<file path="src/rtl/seg_scan_decoder.sv">
// Loop-back readback monitor for a multiplexed seven-segment display.
// Samples the scanned anode/cathode buses, waits for each digit to settle, decodes glyphs and publishes whole frames.
module seg_scan_decoder #(
  parameter int unsigned N_DIGITS      = 8,
  parameter int unsigned SETTLE_CYCLES = 16
) (
  input  logic                  clk_i,
  input  logic                  rst_ni,
  input  logic [N_DIGITS-1:0]   disp_an_i,
  input  logic [7:0]            disp_seg_i,
  output logic [4*N_DIGITS-1:0] value_o,
  output logic [N_DIGITS-1:0]   dp_o,
  output logic [N_DIGITS-1:0]   digit_err_o,
  output logic                  frame_valid_o,
  output logic                  anode_err_o
);

  localparam int unsigned CNT_W = $clog2(SETTLE_CYCLES + 1);
  localparam int unsigned IDX_W = (N_DIGITS > 1) ? $clog2(N_DIGITS) : 1;
  localparam int unsigned LOW_W = $clog2(N_DIGITS + 1);

  typedef enum logic [1:0] {
    IDLE,
    COLLECT,
    PUBLISH
  } state_t;

  state_t state_q, state_d;

  logic [N_DIGITS-1:0]   an_meta, an_sync, an_prev;
  logic [7:0]            seg_meta, seg_sync, seg_prev;
  logic [CNT_W-1:0]      cnt_q;
  logic                  settle_hit;

  logic [LOW_W-1:0]      low_cnt;
  logic [IDX_W-1:0]      sel_idx;
  logic                  is_dwell, is_multi, capture;
  logic [3:0]            dec_nib;
  logic                  dec_err;

  logic [4*N_DIGITS-1:0] shadow_val;
  logic [N_DIGITS-1:0]   shadow_dp, shadow_err;
  logic [N_DIGITS-1:0]   captured_q, captured_d;
  logic                  publish_go;

  logic [4*N_DIGITS-1:0] value_q;
  logic [N_DIGITS-1:0]   dp_q, err_q;
  logic                  anode_err_q;

  // Active-low glyph (g..a) back to a hex nibble; anything else is an error.
  function automatic logic [4:0] decode_glyph(input logic [6:0] p);
    logic [4:0] r;
    case (p)
      7'h40:   r = {1'b0, 4'h0};
      7'h79:   r = {1'b0, 4'h1};
      7'h24:   r = {1'b0, 4'h2};
      7'h30:   r = {1'b0, 4'h3};
      7'h19:   r = {1'b0, 4'h4};
      7'h12:   r = {1'b0, 4'h5};
      7'h02:   r = {1'b0, 4'h6};
      7'h78:   r = {1'b0, 4'h7};
      7'h00:   r = {1'b0, 4'h8};
      7'h10:   r = {1'b0, 4'h9};
      7'h08:   r = {1'b0, 4'hA};
      7'h03:   r = {1'b0, 4'hB};
      7'h46:   r = {1'b0, 4'hC};
      7'h21:   r = {1'b0, 4'hD};
      7'h06:   r = {1'b0, 4'hE};
      7'h0E:   r = {1'b0, 4'hF};
      default: r = {1'b1, 4'h0};
    endcase
    return r;
  endfunction

  always_ff @(posedge clk_i or negedge rst_ni) begin
    if (!rst_ni) begin
      an_meta  <= '1;
      an_sync  <= '1;
      an_prev  <= '1;
      seg_meta <= '1;
      seg_sync <= '1;
      seg_prev <= '1;
      cnt_q    <= '0;
    end else begin
      an_meta  <= disp_an_i;
      an_sync  <= an_meta;
      an_prev  <= an_sync;
      seg_meta <= disp_seg_i;
      seg_sync <= seg_meta;
      seg_prev <= seg_sync;
      if ({an_sync, seg_sync} != {an_prev, seg_prev}) begin
        cnt_q <= '0;
      end else if (cnt_q != CNT_W'(SETTLE_CYCLES)) begin
        cnt_q <= cnt_q + 1'b1;
      end
    end
  end

  // cnt_q describes how long an_prev/seg_prev have been stable, so classify on those.
  assign settle_hit = (cnt_q == CNT_W'(SETTLE_CYCLES - 1));

  always_comb begin
    low_cnt = '0;
    sel_idx = '0;
    for (int unsigned i = 0; i < N_DIGITS; i++) begin
      if (!an_prev[i]) begin
        low_cnt = low_cnt + 1'b1;
        sel_idx = IDX_W'(i);
      end
    end
  end

  assign is_dwell = (low_cnt == LOW_W'(1));
  assign is_multi = (low_cnt > LOW_W'(1));
  assign capture  = settle_hit && is_dwell;
  assign {dec_err, dec_nib} = decode_glyph(seg_prev[6:0]);

  assign publish_go = (state_q == COLLECT) && (&captured_q);

  always_comb begin
    captured_d = publish_go ? '0 : captured_q;
    if (capture) begin
      captured_d[sel_idx] = 1'b1;
    end
  end

  always_ff @(posedge clk_i or negedge rst_ni) begin
    if (!rst_ni) begin
      shadow_val <= '0;
      shadow_dp  <= '0;
      shadow_err <= '0;
      captured_q <= '0;
    end else begin
      captured_q <= captured_d;
      if (capture) begin
        shadow_val[{sel_idx, 2'b00} +: 4] <= dec_nib;
        shadow_dp[sel_idx]                <= ~seg_prev[7];
        shadow_err[sel_idx]               <= dec_err;
      end
    end
  end

  always_ff @(posedge clk_i or negedge rst_ni) begin
    if (!rst_ni) begin
      state_q <= IDLE;
    end else begin
      state_q <= state_d;
    end
  end

  always_comb begin
    state_d = state_q;
    case (state_q)
      IDLE:    if (|captured_q) state_d = COLLECT;
      COLLECT: if (&captured_q) state_d = PUBLISH;
      PUBLISH: state_d = IDLE;
      default: state_d = IDLE;
    endcase
  end

  always_ff @(posedge clk_i or negedge rst_ni) begin
    if (!rst_ni) begin
      value_q     <= '0;
      dp_q        <= '0;
      err_q       <= '0;
      anode_err_q <= 1'b0;
    end else begin
      anode_err_q <= settle_hit && is_multi;
      if (publish_go) begin
        value_q <= shadow_val;
        dp_q    <= shadow_dp;
        err_q   <= shadow_err;
      end
    end
  end

  assign value_o       = value_q;
  assign dp_o          = dp_q;
  assign digit_err_o   = err_q;
  assign frame_valid_o = (state_q == PUBLISH);
  assign anode_err_o   = anode_err_q;

endmodule

</file>
<file path="config.mk">
export PLATFORM = sky130hd
export DESIGN_NAME = seg_scan_decoder
export DESIGN_NICKNAME = d
export VERILOG_FILES = /design/src/rtl/seg_scan_decoder.sv
export SDC_FILE = /design/constraint.sdc
export NUM_CORES = 1
export LEC_CHECK = 0
export CAP_MARGIN = 20
export CELL_PAD_IN_SITES_DETAIL_PLACEMENT = 1
export CELL_PAD_IN_SITES_GLOBAL_PLACEMENT = 2
export CORE_ASPECT_RATIO = 1.1
export CORE_MARGIN = 8
export CORE_UTILIZATION = 38
export DETAILED_ROUTE_END_ITERATION = 10
export GPL_TIMING_DRIVEN = 0
export PLACE_DENSITY = 0.75
export SLEW_MARGIN = 20
export SYNTH_ARGS = -nofsm -noshare
export SYNTH_HDL_FRONTEND = slang
export SYNTH_SLANG_ARGS = --single-unit
</file>
<file path="constraint.sdc">
create_clock -name clk_i -period 7.3 [get_ports clk_i]
set_clock_uncertainty 0.2 [all_clocks]
set_input_delay 1.46 -clock clk_i [delete_from_list [all_inputs] [get_ports clk_i]]
set_output_delay 1.46 -clock clk_i [all_outputs]
set_load 0.02 [all_outputs]
</file>
==> run_results.csv <==
group,metric,value,unit
status,status,"finished, final reports clean",
drt,first_iter_violations,215,
global_route,grt-ovfl-total,0,
global_route,grt_pass1_vias,5388,
pwr,vdd_ir_drop_max,0.0001538,V
die,start_util,0.3842,
critical_path,cp.arrival,6.35,ns
timing,finalSetupTns,0,ns
clocking,postCtsSetupRepairBufs,0,
timing,rsz0062_at_grt,"no",
clocking,cts_resized,0,
final_layout,drive_above_1_share,0.1963,
clocking,insertion_delay,0.42,ns
clocking,root_buffer,"clkbuf_16",
clocking,clk_path_buf_depth,2,
clocking,clock-sinks,160,
placed_design,placed_cell_area,0.008305,sq mm
timing,relSlewSlack,0.4107,
final_layout,areaGrowthSynthToFinish,22.25,%
pwr,p_per_area,228.7,mW/mm^2
critical_path,path_class,"reg2reg",
synthesis,synth_ff_type,"dfrtp_1",
synthesis,ys_top_cells_by_area,"dfrtp_1 38%, dfstp_2 17%, nand2_1 8.2%",
synthesis,avgSynthCellArea,11.14,sq um
timing,min_period_over_period,0.8563,
synthesis,ys_ff_latch,160,
drt,drt_wl_total,16690,um
clocking,hold_buffers,0,
synthesis,seq_area_frac_synth,0.5577,
synthesis,yosysTopAreaCellShare,0.3846,
synthesis,ys_warn_count,0,
die,rows,53,
final_layout,antenna_cells,0,
die,fp.dieW,148.0,um
critical_path,cp.required,7.40,ns
timing,slew_viol_final,0,
worst_hold_path,min_path_type,"reg2reg",
critical_path,path_max_fanout,10,
timing,setup_viol,0,
synthesis,synthArstFlopShare,1.000,
drt,ant_nets,0,
synthesis,synth_edf_count,0,
clocking,htree_levels,4,
die,ios,68,
die,core-area,0.01897,sq mm
final_layout,fin_nets,772,
timing,finalHoldViolCount,0,
synthesis,synth.distinct_cells,65,
critical_path,critPathLaunchType,"flop",
drt,detail_route.wl_per_cell,16.67,um
drt,dr_total_vias,4954,
critical_path,endpoint_kind,"flop",
placed_design,place_congestion,0.8081,
die,die-area,0.02387,sq mm
placed_design,dp_hpwl,12620,um
timing,timing.hold.ws,0.1546,ns
synthesis,syn_inst,654,
synthesis,synth_area_leader_cell,"dfrtp_1",
drt,post-route-drc-count,0,
die,die_y,161.2,um
clocking,clk_pin_slew,0.06,ns
flow_run,maxCapViolations,0,
timing,max_freq,0.1600,GHz
global_route,grt_max_degree,91,
drt,vias_per_cell,4.949,
timing,tightest_slew,0.8748,ns
placed_design,io_buffers,67,
global_route,grt_pass1_wl,28340,um
global_route,antenna_found_initial,0,
pwr,p_leak,4.081,nW
drt,dr.pass1.iters,4,
synthesis,syn-num-nets,685,
final_layout,fin_area,0.008909,sq mm
global_route,grt.total_usage,0.1488,
synthesis,synth_area,0.007287,sq mm
timing,fin_crit,6.251,ns
clocking,cts_tree,"built",
clocking,cts_inserted_buffers,17,
## Yosys cell counts, types with 8 or more instances
| library cell | instances |
|---|---|
| ha_1 | 13 |
| mux2_2 | 33 |
| nor2b_1 | 14 |
| mux2i_1 | 10 |
| nand2_1 | 159 |
| a21oi_1 | 12 |
| nand3_1 | 8 |
| nor2_1 | 18 |
| xnor2_1 | 11 |
| nand2b_1 | 8 |
| clkbuf_1 | 22 |
| dfrtp_1 | 112 |
| a21o_1 | 8 |
| o21ai_0 | 17 |
| inv_1 | 20 |
| nor4_1 | 11 |
| dfstp_2 | 48 |
| xor2_1 | 21 |
| nor3_1 | 10 |
## kinds of logic after synthesis
group           after synthesis  share of synthesized area
buf+inv                      55                    0.03245
flops                       160                     0.5577
simple gates                265                     0.1801
fa+ha+maj                    13                    0.02232
mux                          51                    0.07916
xor+xnor                     38                    0.05975
compound gates               72                    0.06851
## area by class of cell
class | count | area (sq um)
Multi-Input combinational cell | 439 | 2993
Sequential cell | 160 | 4064
Tap cell | 247 | 309.0
Clock inverter | 9 | 95.09
Clock buffer | 23 | 508.0
Timing Repair Buffer | 68 | 703.2
Fill cell | 2088 | 10060
Inverter | 23 | 92.59
Buffer | 32 | 143.9
## metal layers
layer / share of wire / up-vias / global-route usage
li1: - / 2387 / -
met1: 0.46 / 2487 / 0.1874
met2: 0.50 / 65 / 0.2489
met3: 0.027 / 15 / 0.02994
met4: 0.014 / 0 / 0.05244
met5: 0 / - / 0
## power breakdown
part           total (mW)  switching [mW]  internal [mW]  leakage, nW
Combinational       0.231           0.140         0.0907         1.71
Clock               0.887           0.359          0.528        0.296
Sequential          0.919         0.00809          0.911         2.07
## state kept, by name (all words and copies together), names as in the netlist
name / count
an_meta: 8
state_q: 2
an_sync: 8
shadow_err: 8
captured_q: 8
dp_o: 8
shadow_dp: 8
seg_meta: 8
seg_sync: 8
an_prev: 8
value_o: 32
shadow_val: 32
seg_prev: 8
digit_err_o: 8
anode_err_o: 1
cnt_q: 5
## worst max-delay path, cell delays in order (launching register included)
cell,delay [ns]
dfstp_2,0.56
inv_1,0.08
ha_1,0.29
buf_6,0.15
xnor2_4,0.32
xnor2_4,0.20
inv_6,0.09
ha_1,0.33
or2_2,0.30
a21oi_1,0.19
nor3_1,0.07
nor3_1,0.46
nor2_1,0.14
ha_1,0.24
xnor3_1,0.41
a2111oi_0,0.47
a31oi_1,0.09
o211ai_1,0.11
mux2i_1,0.13
buf_2,0.26
nor3_1,0.65
mux2_1,0.38
## path summary, 6_finish.rpt
kind | cells after the start | endpoint | from | slack (ns)
setup / recovery | 21 | shadow_err[7] | an_prev[1] | 1.05
setup reg to reg | 21 | shadow_err[7] | an_prev[1] | 1.05
min in group asynchronous | 1 | dp_o[7] | rst_ni | 0.76
max in group asynchronous | 2 | seg_prev[0] | rst_ni | 5.30
hold / removal | 0 | seg_sync[4] | seg_meta[4] | 0.15
hold reg to reg | 0 | seg_sync[4] | seg_meta[4] | 0.15
## through the flow
step	worst slack [ns]	power (mW)	util	instances
4_1_cts	0.9989	2.069	0.4697	1001
3_5_place_dp	1.030	1.169	0.4379	969
2_1_floorplan	1.824	1.097	-	654
6_report	1.049	2.037	0.4697	1001
3_3_place_gp	-1.536	1.158	0.4359	968
5_1_grt	0.5451	2.125	0.4697	1001
## layout by cell type, fill, tap and decap left out, types with 6 or more instances in the layout
| cell type | n |
|---|---|
| clkbuf_8 | 6 |
| xor2_1 | 21 |
| nor2_1 | 18 |
| xnor2_1 | 11 |
| nand3_1 | 8 |
| a21o_1 | 8 |
| mux2i_1 | 10 |
| a31oi_1 | 7 |
| nor4_1 | 10 |
| dfrtp_1 | 112 |
| clkbuf_16 | 17 |
| nand2b_1 | 8 |
| mux2_2 | 33 |
| clkdlybuf4s50_1 | 66 |
| nor3_1 | 10 |
| a21oi_1 | 12 |
| nand2_1 | 159 |
| clkbuf_1 | 22 |
| dfstp_2 | 48 |
| inv_1 | 20 |
| nor2b_1 | 14 |
| o21ai_0 | 17 |
| ha_1 | 13 |
Note: power is estimated with default switching activity, not from simulation.
